<file path="config.mk">
export PLATFORM = sky130hd
export DESIGN_NAME = phy_rx_lane_deser_flat
export DESIGN_NICKNAME = d
export VERILOG_FILES = /design/src/rtl/phy_rx_lane_deser_if.sv /design/src/rtl/phy_rx_lane_deser.sv /design/src/flat_wrapper.sv
export SDC_FILE = /design/constraint.sdc
export NUM_CORES = 1
export LEC_CHECK = 0
export ABC_AREA = 1
export BUFFER_PORTS_ARGS = -buffer_cell sky130_fd_sc_hd__buf_4
export CAP_MARGIN = 10
export CORE_AREA = 10 10 51 92
export CTS_BUF_LIST = sky130_fd_sc_hd__clkbuf_2
export CTS_CLUSTER_SIZE = 12
export DETAILED_ROUTE_END_ITERATION = 16
export DIE_AREA = 0 0 61 102
export SYNTH_ARGS = -nofsm -noshare
export SYNTH_HDL_FRONTEND = slang
export SYNTH_SLANG_ARGS = --single-unit
</file>
<file path="constraint.sdc">
create_clock -name clk_32f -period 1.3 [get_ports clk_32f]
set_input_delay 0 -clock clk_32f [delete_from_list [all_inputs] [get_ports clk_32f]]
set_output_delay 0 -clock clk_32f [all_outputs]
set_load 0.005 [all_outputs]
</file>
<file path="src/rtl/phy_rx_lane_deser_if.sv">
// Lane-side signal bundle for the per-lane RX deserializer.
// The master drives the serial bit; the slave (the deserializer) returns the aligned bytes.
interface phy_rx_lane_deser_if;
    logic       data_in;
    logic [7:0] data_out;
    logic       byte_strobe;
    logic       valid_out;
    logic       active_out;

    modport master (
        output data_in,
        input  data_out,
        input  byte_strobe,
        input  valid_out,
        input  active_out
    );

    modport slave (
        input  data_in,
        output data_out,
        output byte_strobe,
        output valid_out,
        output active_out
    );
endinterface

</file>
<file path="src/rtl/phy_rx_lane_deser.sv">
// Per-lane RX deserializer: bit-slip search for COM, lock after LOCK_COUNT aligned COMs, byte output.
// Optional build macro RX_GAP_CHECK_EN drops lock after MAX_GAP consecutive non-COM bytes.
module phy_rx_lane_deser #(
    parameter logic [7:0] COM        = 8'hBC,
    parameter int         LOCK_COUNT = 4
`ifdef RX_GAP_CHECK_EN
    , parameter int       MAX_GAP    = 64
`endif
) (
    input  logic                 clk_32f,
    input  logic                 reset,
    phy_rx_lane_deser_if.slave   lane
);

    typedef enum logic [1:0] {
        SEARCH  = 2'd0,
        LOCKING = 2'd1,
        ALIGNED = 2'd2
    } state_t;

    localparam logic [3:0] LOCK_CNT_L = 4'(LOCK_COUNT);
`ifdef RX_GAP_CHECK_EN
    localparam logic [8:0] MAX_GAP_L  = 9'(MAX_GAP);
`endif

    state_t      state_r;
    logic [6:0]  sr_r;
    logic [2:0]  bit_cnt_r;
    logic [3:0]  com_cnt_r;
`ifdef RX_GAP_CHECK_EN
    logic [7:0]  gap_cnt_r;
    logic [8:0]  gap_cnt_next_s;
`endif
    logic [7:0]  data_out_r;
    logic        strobe_r;
    logic        valid_r;
    logic        active_r;

    logic [7:0]  nb_s;
    logic        boundary_s;
    logic        is_com_s;
    logic [4:0]  com_cnt_next_s;

    // Candidate byte includes the bit being sampled this cycle.
    assign nb_s           = {sr_r, lane.data_in};
    assign is_com_s       = (nb_s == COM);
    assign boundary_s     = (bit_cnt_r == 3'd7);
    assign com_cnt_next_s = {1'b0, com_cnt_r} + 5'd1;
`ifdef RX_GAP_CHECK_EN
    assign gap_cnt_next_s = {1'b0, gap_cnt_r} + 9'd1;
`endif

    assign lane.data_out    = data_out_r;
    assign lane.byte_strobe = strobe_r;
    assign lane.valid_out   = valid_r;
    assign lane.active_out  = active_r;

    // Alignment FSM, shift register, counters and registered byte outputs.
    always_ff @(posedge clk_32f) begin
        if (!reset) begin
            state_r    <= SEARCH;
            sr_r       <= 7'd0;
            bit_cnt_r  <= 3'd0;
            com_cnt_r  <= 4'd0;
`ifdef RX_GAP_CHECK_EN
            gap_cnt_r  <= 8'd0;
`endif
            data_out_r <= 8'h00;
            strobe_r   <= 1'b0;
            valid_r    <= 1'b0;
            active_r   <= 1'b0;
        end else begin
            sr_r     <= nb_s[6:0];
            strobe_r <= 1'b0;
            case (state_r)
                SEARCH: begin
                    if (is_com_s) begin
                        bit_cnt_r <= 3'd0;
                        com_cnt_r <= 4'd1;
                        if (LOCK_CNT_L == 4'd1) begin
                            state_r  <= ALIGNED;
                            active_r <= 1'b1;
                        end else begin
                            state_r  <= LOCKING;
                        end
                    end
                end
                LOCKING: begin
                    bit_cnt_r <= bit_cnt_r + 3'd1;
                    if (boundary_s) begin
                        if (is_com_s) begin
                            if (com_cnt_r != 4'hF) begin
                                com_cnt_r <= com_cnt_next_s[3:0];
                            end
                            if (com_cnt_next_s >= {1'b0, LOCK_CNT_L}) begin
                                state_r  <= ALIGNED;
                                active_r <= 1'b1;
                            end
                        end else begin
                            com_cnt_r <= 4'd0;
                            state_r   <= SEARCH;
                        end
                    end
                end
                ALIGNED: begin
                    bit_cnt_r <= bit_cnt_r + 3'd1;
                    if (boundary_s) begin
                        data_out_r <= nb_s;
                        strobe_r   <= 1'b1;
                        valid_r    <= !is_com_s;
`ifdef RX_GAP_CHECK_EN
                        // The byte that hits the gap limit is still emitted before lock drops.
                        if (is_com_s) begin
                            gap_cnt_r <= 8'd0;
                        end else if (gap_cnt_next_s >= MAX_GAP_L) begin
                            gap_cnt_r <= 8'd0;
                            com_cnt_r <= 4'd0;
                            state_r   <= SEARCH;
                            active_r  <= 1'b0;
                        end else begin
                            gap_cnt_r <= gap_cnt_next_s[7:0];
                        end
`endif
                    end
                end
                default: begin
                    state_r   <= SEARCH;
                    com_cnt_r <= 4'd0;
                    active_r  <= 1'b0;
                end
            endcase
        end
    end

endmodule
</file>
<file path="src/flat_wrapper.sv">
// flat-port wrapper written by rule: the top's interface ports become plain ports
module phy_rx_lane_deser_flat 
#(
    parameter logic [7:0] COM        = 8'hBC,
    parameter int         LOCK_COUNT = 4

)
  (clk_32f, reset, lane_data_in, lane_data_out, lane_byte_strobe, lane_valid_out, lane_active_out);
  phy_rx_lane_deser_if lane_i ();
  input  logic clk_32f;
  input  logic reset;
  input wire logic [$bits(lane_i.data_in)-1:0] lane_data_in;
  output wire logic [$bits(lane_i.data_out)-1:0] lane_data_out;
  output wire logic [$bits(lane_i.byte_strobe)-1:0] lane_byte_strobe;
  output wire logic [$bits(lane_i.valid_out)-1:0] lane_valid_out;
  output wire logic [$bits(lane_i.active_out)-1:0] lane_active_out;
  assign lane_i.data_in = lane_data_in;
  assign lane_data_out = lane_i.data_out;
  assign lane_byte_strobe = lane_i.byte_strobe;
  assign lane_valid_out = lane_i.valid_out;
  assign lane_active_out = lane_i.active_out;
  phy_rx_lane_deser #(.COM(COM), .LOCK_COUNT(LOCK_COUNT)) u_core (.clk_32f(clk_32f), .reset(reset), .lane(lane_i));
endmodule
</file>
# Word level (Yosys, flattened, before mapping)
# Index checks and enable logic that the tools add are counted.
# word_totals
wordCells	52
inputBits	3
out_inout_bits	11
ff_bits	27
# classes
mux	17
magnitude_cmp	1
reduce_logical	11
bitwise_logic	2
addsub	2
eq_ne	11
# op_table
cell	count
two-way mux 4 bit	4
one-hot mux 4 bit (3 select lines)	1
AND reduction 4 bit	3
equality test 8 bit, second input constant	1
two-way mux 2 bit	4
inequality test 2 x 1 -> 1 bit, second input constant	4
inequality test 3 bit, second input constant	2
one-hot mux 2 bit (3 select lines)	1
one-hot mux 3 bit (2 select lines)	1
AND reduction 2 bit	3
adder 4 x 1 -> 5 bit, second input constant	1
greater-or-equal comparator 5 x 3 -> 1 bit, second input constant	1
two-way mux 1 bit	4
inequality test 4 bit, second input constant	1
OR reduction 2 bit	2
adder 3 x 1 -> 3 bit, second input constant	1
equality test 3 bit, second input constant	1
two-way mux 3 bit	1
equality test 2 x 1 -> 1 bit, second input constant	1
equality test 2 bit, second input constant	1
zero test 2 bit	1
NOT 1 bit	2
one-hot mux 1 bit (2 select lines)	1
nonzero test 2 bit	1
zero test 1 bit	1

# Depth between registers and ports, before layout
# Gate-level depths: netlist of run 1.
# logic_depth
depth_word	6
mapped_depth	10
ltp_nobuf	10

# Least setup slack after synthesis of run 1
# OpenSTA, ideal clock, no wires.
# synth_timing
kind	register to register
startpoint	reg u_core.bit_cnt_r[0]
endpoint	reg u_core.valid_r (netlist: u_core.lane.valid_out)
period_less_slack_ns	1.364
arrival_ns	1.248
stages_incl_launch_ff	8
required_ns	1.184
slack_ns	-0.064
setup_time_ns	0.116
path_buffers	1
path_cell_list	dfxtp_1 -> ha_1 -> ha_1 -> nand2_1 -> inv_1 -> buf_2 -> o211ai_1 -> inv_1
# synth_via
elab_chain_cells	2
# synth_rtl
item	line_no	rtl
start, declared	phy_rx_lane_deser.sv:28	logic [2:0] bit_cnt_r;
start signal, assigned	phy_rx_lane_deser.sv:89	bit_cnt_r <= bit_cnt_r + 3'd1;
start signal, assigned	phy_rx_lane_deser.sv:106	bit_cnt_r <= bit_cnt_r + 3'd1;
equality test 3 bit	phy_rx_lane_deser.sv:47	assign boundary_s = (bit_cnt_r == 3'd7);
named net u_core.boundary_s	phy_rx_lane_deser.sv:40	logic boundary_s;
AND reduction 2 bit (no source line)	n/a	
end signal, assigned	phy_rx_lane_deser.sv:110	valid_r <= !is_com_s;
end, declared	phy_rx_lane_deser.sv:36	logic valid_r;
# The timed path passes the listed nets, and every way through them passes these cells.
# A chain may end at the register's enable or synchronous reset.

# Final worst setup path of run 1
# layout_timing
startpoint	reg u_core.state_r[0]
endpoint	reg u_core.com_cnt_r[1]
# layout_via
elab_chain_cells	3
word_cells_on_any_way	9
classes_between	eq/ne: 5; mux: 1; bitwise: 1; reduce/logical: 2
# layout_rtl
item	line_no	rtl
start, declared	phy_rx_lane_deser.sv:26	state_t state_r;
start signal, assigned	phy_rx_lane_deser.sv:61	state_r <= SEARCH;
start signal, assigned	phy_rx_lane_deser.sv:81	state_r <= ALIGNED;
start signal, assigned	phy_rx_lane_deser.sv:84	state_r <= LOCKING;
equality test 2 x 1 -> 1 bit, or another cell as far along	phy_rx_lane_deser.sv:75	case (state_r)
inequality test 3 bit (no source line), or another cell as far along	n/a	
AND reduction 4 bit (no source line)	n/a	
end signal, assigned	phy_rx_lane_deser.sv:93	com_cnt_r <= com_cnt_next_s[3:0];
end, declared	phy_rx_lane_deser.sv:29	logic [3:0] com_cnt_r;
# Several ways; a longest one is shown, not always the timed one.

==> impl_metrics.yaml, run 1 <==
power:
  pwr-share-comb_pct: 34.8
  power_uw: 2010
  p_sw_uw: 684
  power.density_nw_per_um2: 1180
  power.share.switching_pct: 34.1
  p_leak_uw: 0.000814
  p_int_uw: 1320
  power_frac_clock_pct: 16.1
  vdd_drop_max_mv: 0.603
  seqPwrFrac_pct: 49.1
setup_path:
  end_kind: "flip-flop"
  path_class: "reg2reg"
  critical_path_arrival_ns: 1.71
  slowest_delay_ns: 0.40
  worst-path-max-fanout: 7
  cp.required_ns: 1.62
  path_buf_inv: 2
  critical_path.reg2reg.startpoint: "u_core.state_r[0]"
  ff2ff_setup_slack_ns: -0.09
  worstRegToRegCells: 9
  cp_top_family: "flip-flops"
  timing.rr.end: "u_core.com_cnt_r[1]"
  slowest_stage: "dfxtp_2"
  crit_start: "u_core.state_r[0]"
  cp_cell_sequence: "buf_12 > ha_4 > inv_4 > o21bai_4 > a21oi_4 > nand2_4 > nand2_2 > nand2_1 > nor2_1"
  worstSetupStartpointType: "flip-flop"
placement:
  port_buffers: 13
  dp_cells: 219
  place.gp.congestion: 0.811
  hpwl_mm: 2.06
layout:
  final_nets: 212
  num-fill-cells: 304
  multiInputGateArea_um2: 711
  fin_util_pct: 53.3
  antenna_cells: 0
  final_cell_mix: "nand2_1, nor2_1, buf_4"
  final_common_cell: "nand2_1"
  final_layout_size_suffix_gt1_share_pct: 36.0
  area_growth_pct: 36.9
  final-seq-area_um2: 553
  finalNonFillerCells: 231
synthesis:
  syn-cell-area_um2: 1240
  syn-num-nets: 178
  yosys.area.top_type: "dfxtp_1"
  synth_area_leaders: "dfxtp_1, nand2_1, nor2_1"
  avgSynthCellArea_um2: 7.45
  postSynthCellCount: 167
  synth.yosys.seq_area_share_pct: 43.5
  yosys_warnings: 0
  ys_ff_latch: 27
  yosys.area.top_type_share_pct: 43.5
  yosysUniqueCellTypes: 20
worst_hold_path:
  hold_depth: 4
  hold_path_startpoint: "lane_data_in"
  hold_path_class: "in2reg"
  min_to: "u_core.lane.data_out[0]"
detailed_routing:
  vias_per_cell: 4.88
  antenna_left: 0
  vias: 1128
  drtPass1Iterations: 4
  routedWlPerCell_um: 12.8
  drt_iter0_markers: 22
  drt_wl_total_mm: 2.95
  drc: 0
grt:
  grt_antenna_before_repair: 0
  grt_max_degree: 26
  grt_pass1_vias: 1131
  grt-ovfl-total: 0
  track_usage_pct: 9.71
  grt_pass1_wl_mm: 4.86
sta:
  period_share_pct: 107
  rsz0062_at_grt: "yes"
  tightestPinTransition_ns: 0.256
  setup_tns_ns: -0.935
  finalCriticalPeriod_ns: 1.39
  clock.fmax_mhz: 719
  setup_ws_ns: -0.0913
  hold_viol: 0
  slew-limit-headroom_pct: 82.9
  setup_viol: 17
  fin_skew_ns: 0.0212
  drv_slew: 0
die:
  core_um2: 3190
  fp.dieW_um: 61
  die_area_um2: 6220
  fp-row-count: 29
  die_h_um: 102
  initial_utilization_pct: 38.9
  ios: 14
clock_network:
  clock-sinks: 27
  clockBufferDepth: 2
  htreeDepth: 1
  insertion_delay_ns: 0.35
  cts_made_buffers: 3
  clkTransAtPathRegs_ns: 0.26
  clock-root-buffer: "clkbuf_2"
  cts_tree: "done"
status:
  violations: "setup timing"
  status: "complete, but fails checks"
job:
  drv_cap: 0
[power groups by stage]
stage          registers (uW)  clock network, uW  logic [uW]
6_report                  984                322         699
5_1_grt                   994                360         796
4_1_cts                   971                333         660
3_5_place_dp              965                  0         556
3_3_place_gp              961                  0         534
2_1_floorplan             963                  0         379
[synth_stat cells]
cell	n
a21oi_1	6
a21oi_2	1
a21oi_4	1
a31oi_1	1
buf_2	3
dfxtp_1	27
ha_1	8
inv_1	25
nand2_1	35
nand2_2	2
nand2_4	2
nand3_1	5
nand4_1	2
nor2_1	31
nor2_2	1
nor2_4	2
o211ai_1	1
o21ai_0	12
o21bai_1	1
xor2_1	1
[state kept, by name, summed over array words and instances (netlist names)]
register and count:
u_core.bit_cnt_r 3, u_core.com_cnt_r 4, u_core.lane.active_out 1, u_core.lane.byte_strobe 1, u_core.lane.data_out 8, u_core.lane.valid_out 1, u_core.sr_r 7, u_core.state_r 2
[what timing repair did]
item	CTS	global route
pin swaps	11	4
gates cloned	1	0
hold buffers	3	0
hold endpoints to repair	22	0
setup buffers	2	2
endpoints found under the setup margin	19	19
gates resized for setup	26	12
[metrics by stage]
| step | area (um2) | hold WS [ns] | setup slack [ns] |
|---|---|---|---|
| 2_1_floorplan | 1260 | 0.0935 | -0.00249 |
| 3_3_place_gp | 1470 | 0.200 | -0.0980 |
| 3_5_place_dp | 1470 | 0.200 | -0.114 |
| 4_1_cts | 1650 | 0.447 | -0.0528 |
| 5_1_grt | 1700 | 0.444 | -0.184 |
| 6_report | 1700 | 0.447 | -0.0913 |
[cell type report]
| type | instances | area share, % |
|---|---|---|
| inverters | 25 | 5.88 |
| clock buffers | 4 | 1.18 |
| repair buffers | 31 | 16.0 |
| well taps | 31 | 2.28 |
| flip-flops and latches | 27 | 32.5 |
| multi-input cells | 112 | 41.7 |
| repair inverters | 1 | 0.441 |
[layer usage]
layer | share of wire (%) | GRT usage, % | vias to the layer above
met5 | 0 | 0 | -
met4 | 2.6 | 4.07 | 0
met3 | 3.6 | 2.24 | 8
met2 | 56 | 18.0 | 22
met1 | 38 | 9.61 | 519
li1 | - | - | 579
[how the worst max path moves through the flow]
stage	endpoint	slack, ns	cells after the start
6_report	u_core.com_cnt_r[1]	-0.09	9
4_1_cts	u_core.com_cnt_r[0]	-0.05	8
5_1_grt	u_core.com_cnt_r[0]	-0.18	9
3_3_place_gp	u_core.state_r[0]	-0.1	7
2_1_floorplan	u_core.com_cnt_r[3]	-0.002	7
3_5_place_dp	u_core.com_cnt_r[1]	-0.11	8
[cell families after synthesis]
logic type,after synthesis,synth area share [%]
buffers and inverters,28,8.75
DFF,27,43.5
adders and majority gates,8,8.05
AOI/OAI and AO/OA,23,11.0
xor gates and xnor gates,1,0.704
and+or+nand+nor,80,28.1
[tightest hold or removal path, delay by kind of cell]
kind / cells / cell delay (ns)
buf+inv: 3 / 0.74
compound gates: 1 / 0.06
(Power assumes the default switching activity.)
==> run 2, diff against run 1 <==
--- a/config.mk
+++ b/config.mk
@@ -8,11 +8,12 @@
 export ABC_AREA = 1
 export BUFFER_PORTS_ARGS = -buffer_cell sky130_fd_sc_hd__buf_4
 export CAP_MARGIN = 10
-export CORE_AREA = 10 10 51 92
+export CORE_AREA = 10 10 60 62
 export CTS_BUF_LIST = sky130_fd_sc_hd__clkbuf_2
 export CTS_CLUSTER_SIZE = 12
 export DETAILED_ROUTE_END_ITERATION = 16
-export DIE_AREA = 0 0 61 102
+export DIE_AREA = 0 0 70 72
+export PLACE_DENSITY = 0.73
 export SYNTH_ARGS = -nofsm -noshare
 export SYNTH_HDL_FRONTEND = slang
 export SYNTH_SLANG_ARGS = --single-unit
==> run 2 against run 1 <==
The run still ends with setup timing left. Worst setup slack gained 0.0056 ns. Register-to-register slack is essentially flat. Core utilization grew 16 points. Fmax grew 0.40%. Clock skew is essentially flat. Global-route usage grew 0.55 points. Critical path depth shrank 2. Non-clock buffer count shrank 2. Routed wire length shrank 7.8%. Cell area shrank 0.73%. Clock power shrank 4%. Critical endpoint is now u_core.lane.data_out[7]. Largest cell class unchanged.
==> impl_metrics.yaml, run 2 (synthesis results as in run 1) <==
status:
  status: "complete, but fails checks"
  violations: "setup timing"
sta:
  tightestPinTransition_ns: 0.294
  finalCriticalPeriod_ns: 1.39
  setup_viol: 13
  rsz0062_at_grt: "yes"
  drv_slew: 0
  clock.fmax_mhz: 722
  slew-limit-headroom_pct: 80.4
  period_share_pct: 107
  setup_ws_ns: -0.0857
  fin_skew_ns: 0.0212
  hold_viol: 0
clock_network:
  cts_tree: "done"
  clock-root-buffer: "clkbuf_2"
  cts_made_buffers: 3
  clockBufferDepth: 2
  insertion_delay_ns: 0.34
  htreeDepth: 1
  clkTransAtPathRegs_ns: 0.25
  clock-sinks: 27
power:
  p_leak_uw: 0.000823
  vdd_drop_max_mv: 0.953
  power.density_nw_per_um2: 1150
detailed_routing:
  antenna_left: 0
  drt_iter0_markers: 50
  vias_per_cell: 4.87
  drc: 0
  drtPass1Iterations: 4
  routedWlPerCell_um: 11.9
  drt_wl_total_mm: 2.72
  vias: 1111
die:
  initial_utilization_pct: 51.1
  ios: 14
  core_um2: 2430
  fp-row-count: 18
  die_h_um: 72
  fp.dieW_um: 70
  die_area_um2: 5040
grt:
  grt-ovfl-total: 0
  grt_pass1_wl_mm: 4.50
  grt_antenna_before_repair: 0
  grt_max_degree: 26
  grt_pass1_vias: 1124
  track_usage_pct: 10.3
setup_path:
  worst-path-max-fanout: 5
  path_class: "reg2reg"
  critical_path_arrival_ns: 1.63
  end_kind: "flip-flop"
  cp.required_ns: 1.55
  worstSetupStartpointType: "flip-flop"
  ff2ff_setup_slack_ns: -0.09
placement:
  dp_cells: 215
  place.gp.congestion: 0.753
  hpwl_mm: 1.87
  placed_area_um2: 1430
  port_buffers: 13
layout:
  final_cell_mix: "nand2_1, nor2_1, buf_4"
  final_area_um2: 1690
  final_nets: 210
  final_layout_size_suffix_gt1_share_pct: 35.9
  num-fill-cells: 200
  final-seq-area_um2: 554
  antenna_cells: 0
  largest_reg_flops: 8
  finalNonFillerCells: 228
  final_common_cell: "nand2_1"
  multiInputGateArea_um2: 724
  area_growth_pct: 35.9
job:
  drv_cap: 0
worst_hold_path:
  hold_path_class: "reg2reg"
==> run 2: cell count changes in the layout (fill, tap and decap cells not counted), moves of 2 or more <==
cell	change
buf_12	-2
buf_4	-3
buf_6	+3
ha_1	+2
ha_2	-2
inv_1	-2
nor2_1	+2
nor2_2	-3
==> run 2: worst max-delay path, cell delays in order (launching register included) <==
cell        delay (ns)
dfxtp_2           0.40
ha_4              0.16
ha_4              0.17
nand2_4           0.10
clkinvlp_4        0.16
buf_6             0.17
nor2_1            0.08
nor2_1            0.05
==> run 2: what timing repair did <==
item,CTS,global route
hold endpoints to repair,18,0
buffers inserted,3,2
cloned,1,0
pin swaps,7,16
hold buffers,3,0
setup endpoints to repair,18,19
gates resized for setup,23,22
==> run 2: path summary, 6_finish.rpt <==
kind,depth (start not counted),start,endpoint
min,2,u_core.sr_r[4],u_core.sr_r[5]
min reg2reg,2,u_core.sr_r[4],u_core.sr_r[5]
max reg2reg,7,u_core.bit_cnt_r[0],u_core.lane.data_out[7]
max,7,u_core.bit_cnt_r[0],u_core.lane.data_out[7]
==> run 2: where the power goes <==
group | switching, uW | internal (uW)
registers | 77.0 | 907
logic | 351 | 293
clock network | 229 | 81.3
==> run 2: layout make-up <==
type	instances	share of cell area, %
multi-input combinational	112	42.9
sequential	27	32.8
timing repair buffer	29	14.4
inverter	25	6.07
tap	30	2.22
clock buffer	4	1.18
timing repair inverter	1	0.444
==> run 2: metrics by stage <==
stage | setup TNS [ns] | hold slack (ns) | util [%] | power (uW) | setup WS (ns)
CTS | -0.219 | 0.460 | 65.8 | 1880 | -0.0309
global route | -1.65 | 0.465 | 69.5 | 2090 | -0.166
detailed placement | -0.973 | 0.213 | 59.0 | 1460 | -0.102
global placement | -0.251 | 0.199 | 59.0 | 1430 | -0.0390
finish | -0.610 | 0.460 | 69.5 | 1940 | -0.0857
floorplan | -0.00249 | 0.0935 | - | 1340 | -0.00249
==> run 2: per-layer routing <==
| layer | wire (um) | share of wire [%] | vias to the layer above | global-route usage (%) |
|---|---|---|---|---|
| met5 | 0 | 0 | - | 0 |
| met4 | 55 | 2.0 | 0 | 2.85 |
| met3 | 119 | 4.4 | 6 | 2.04 |
| met2 | 1430 | 53 | 16 | 20.9 |
| met1 | 1110 | 41 | 514 | 10.1 |
| li1 | - | - | 575 | - |
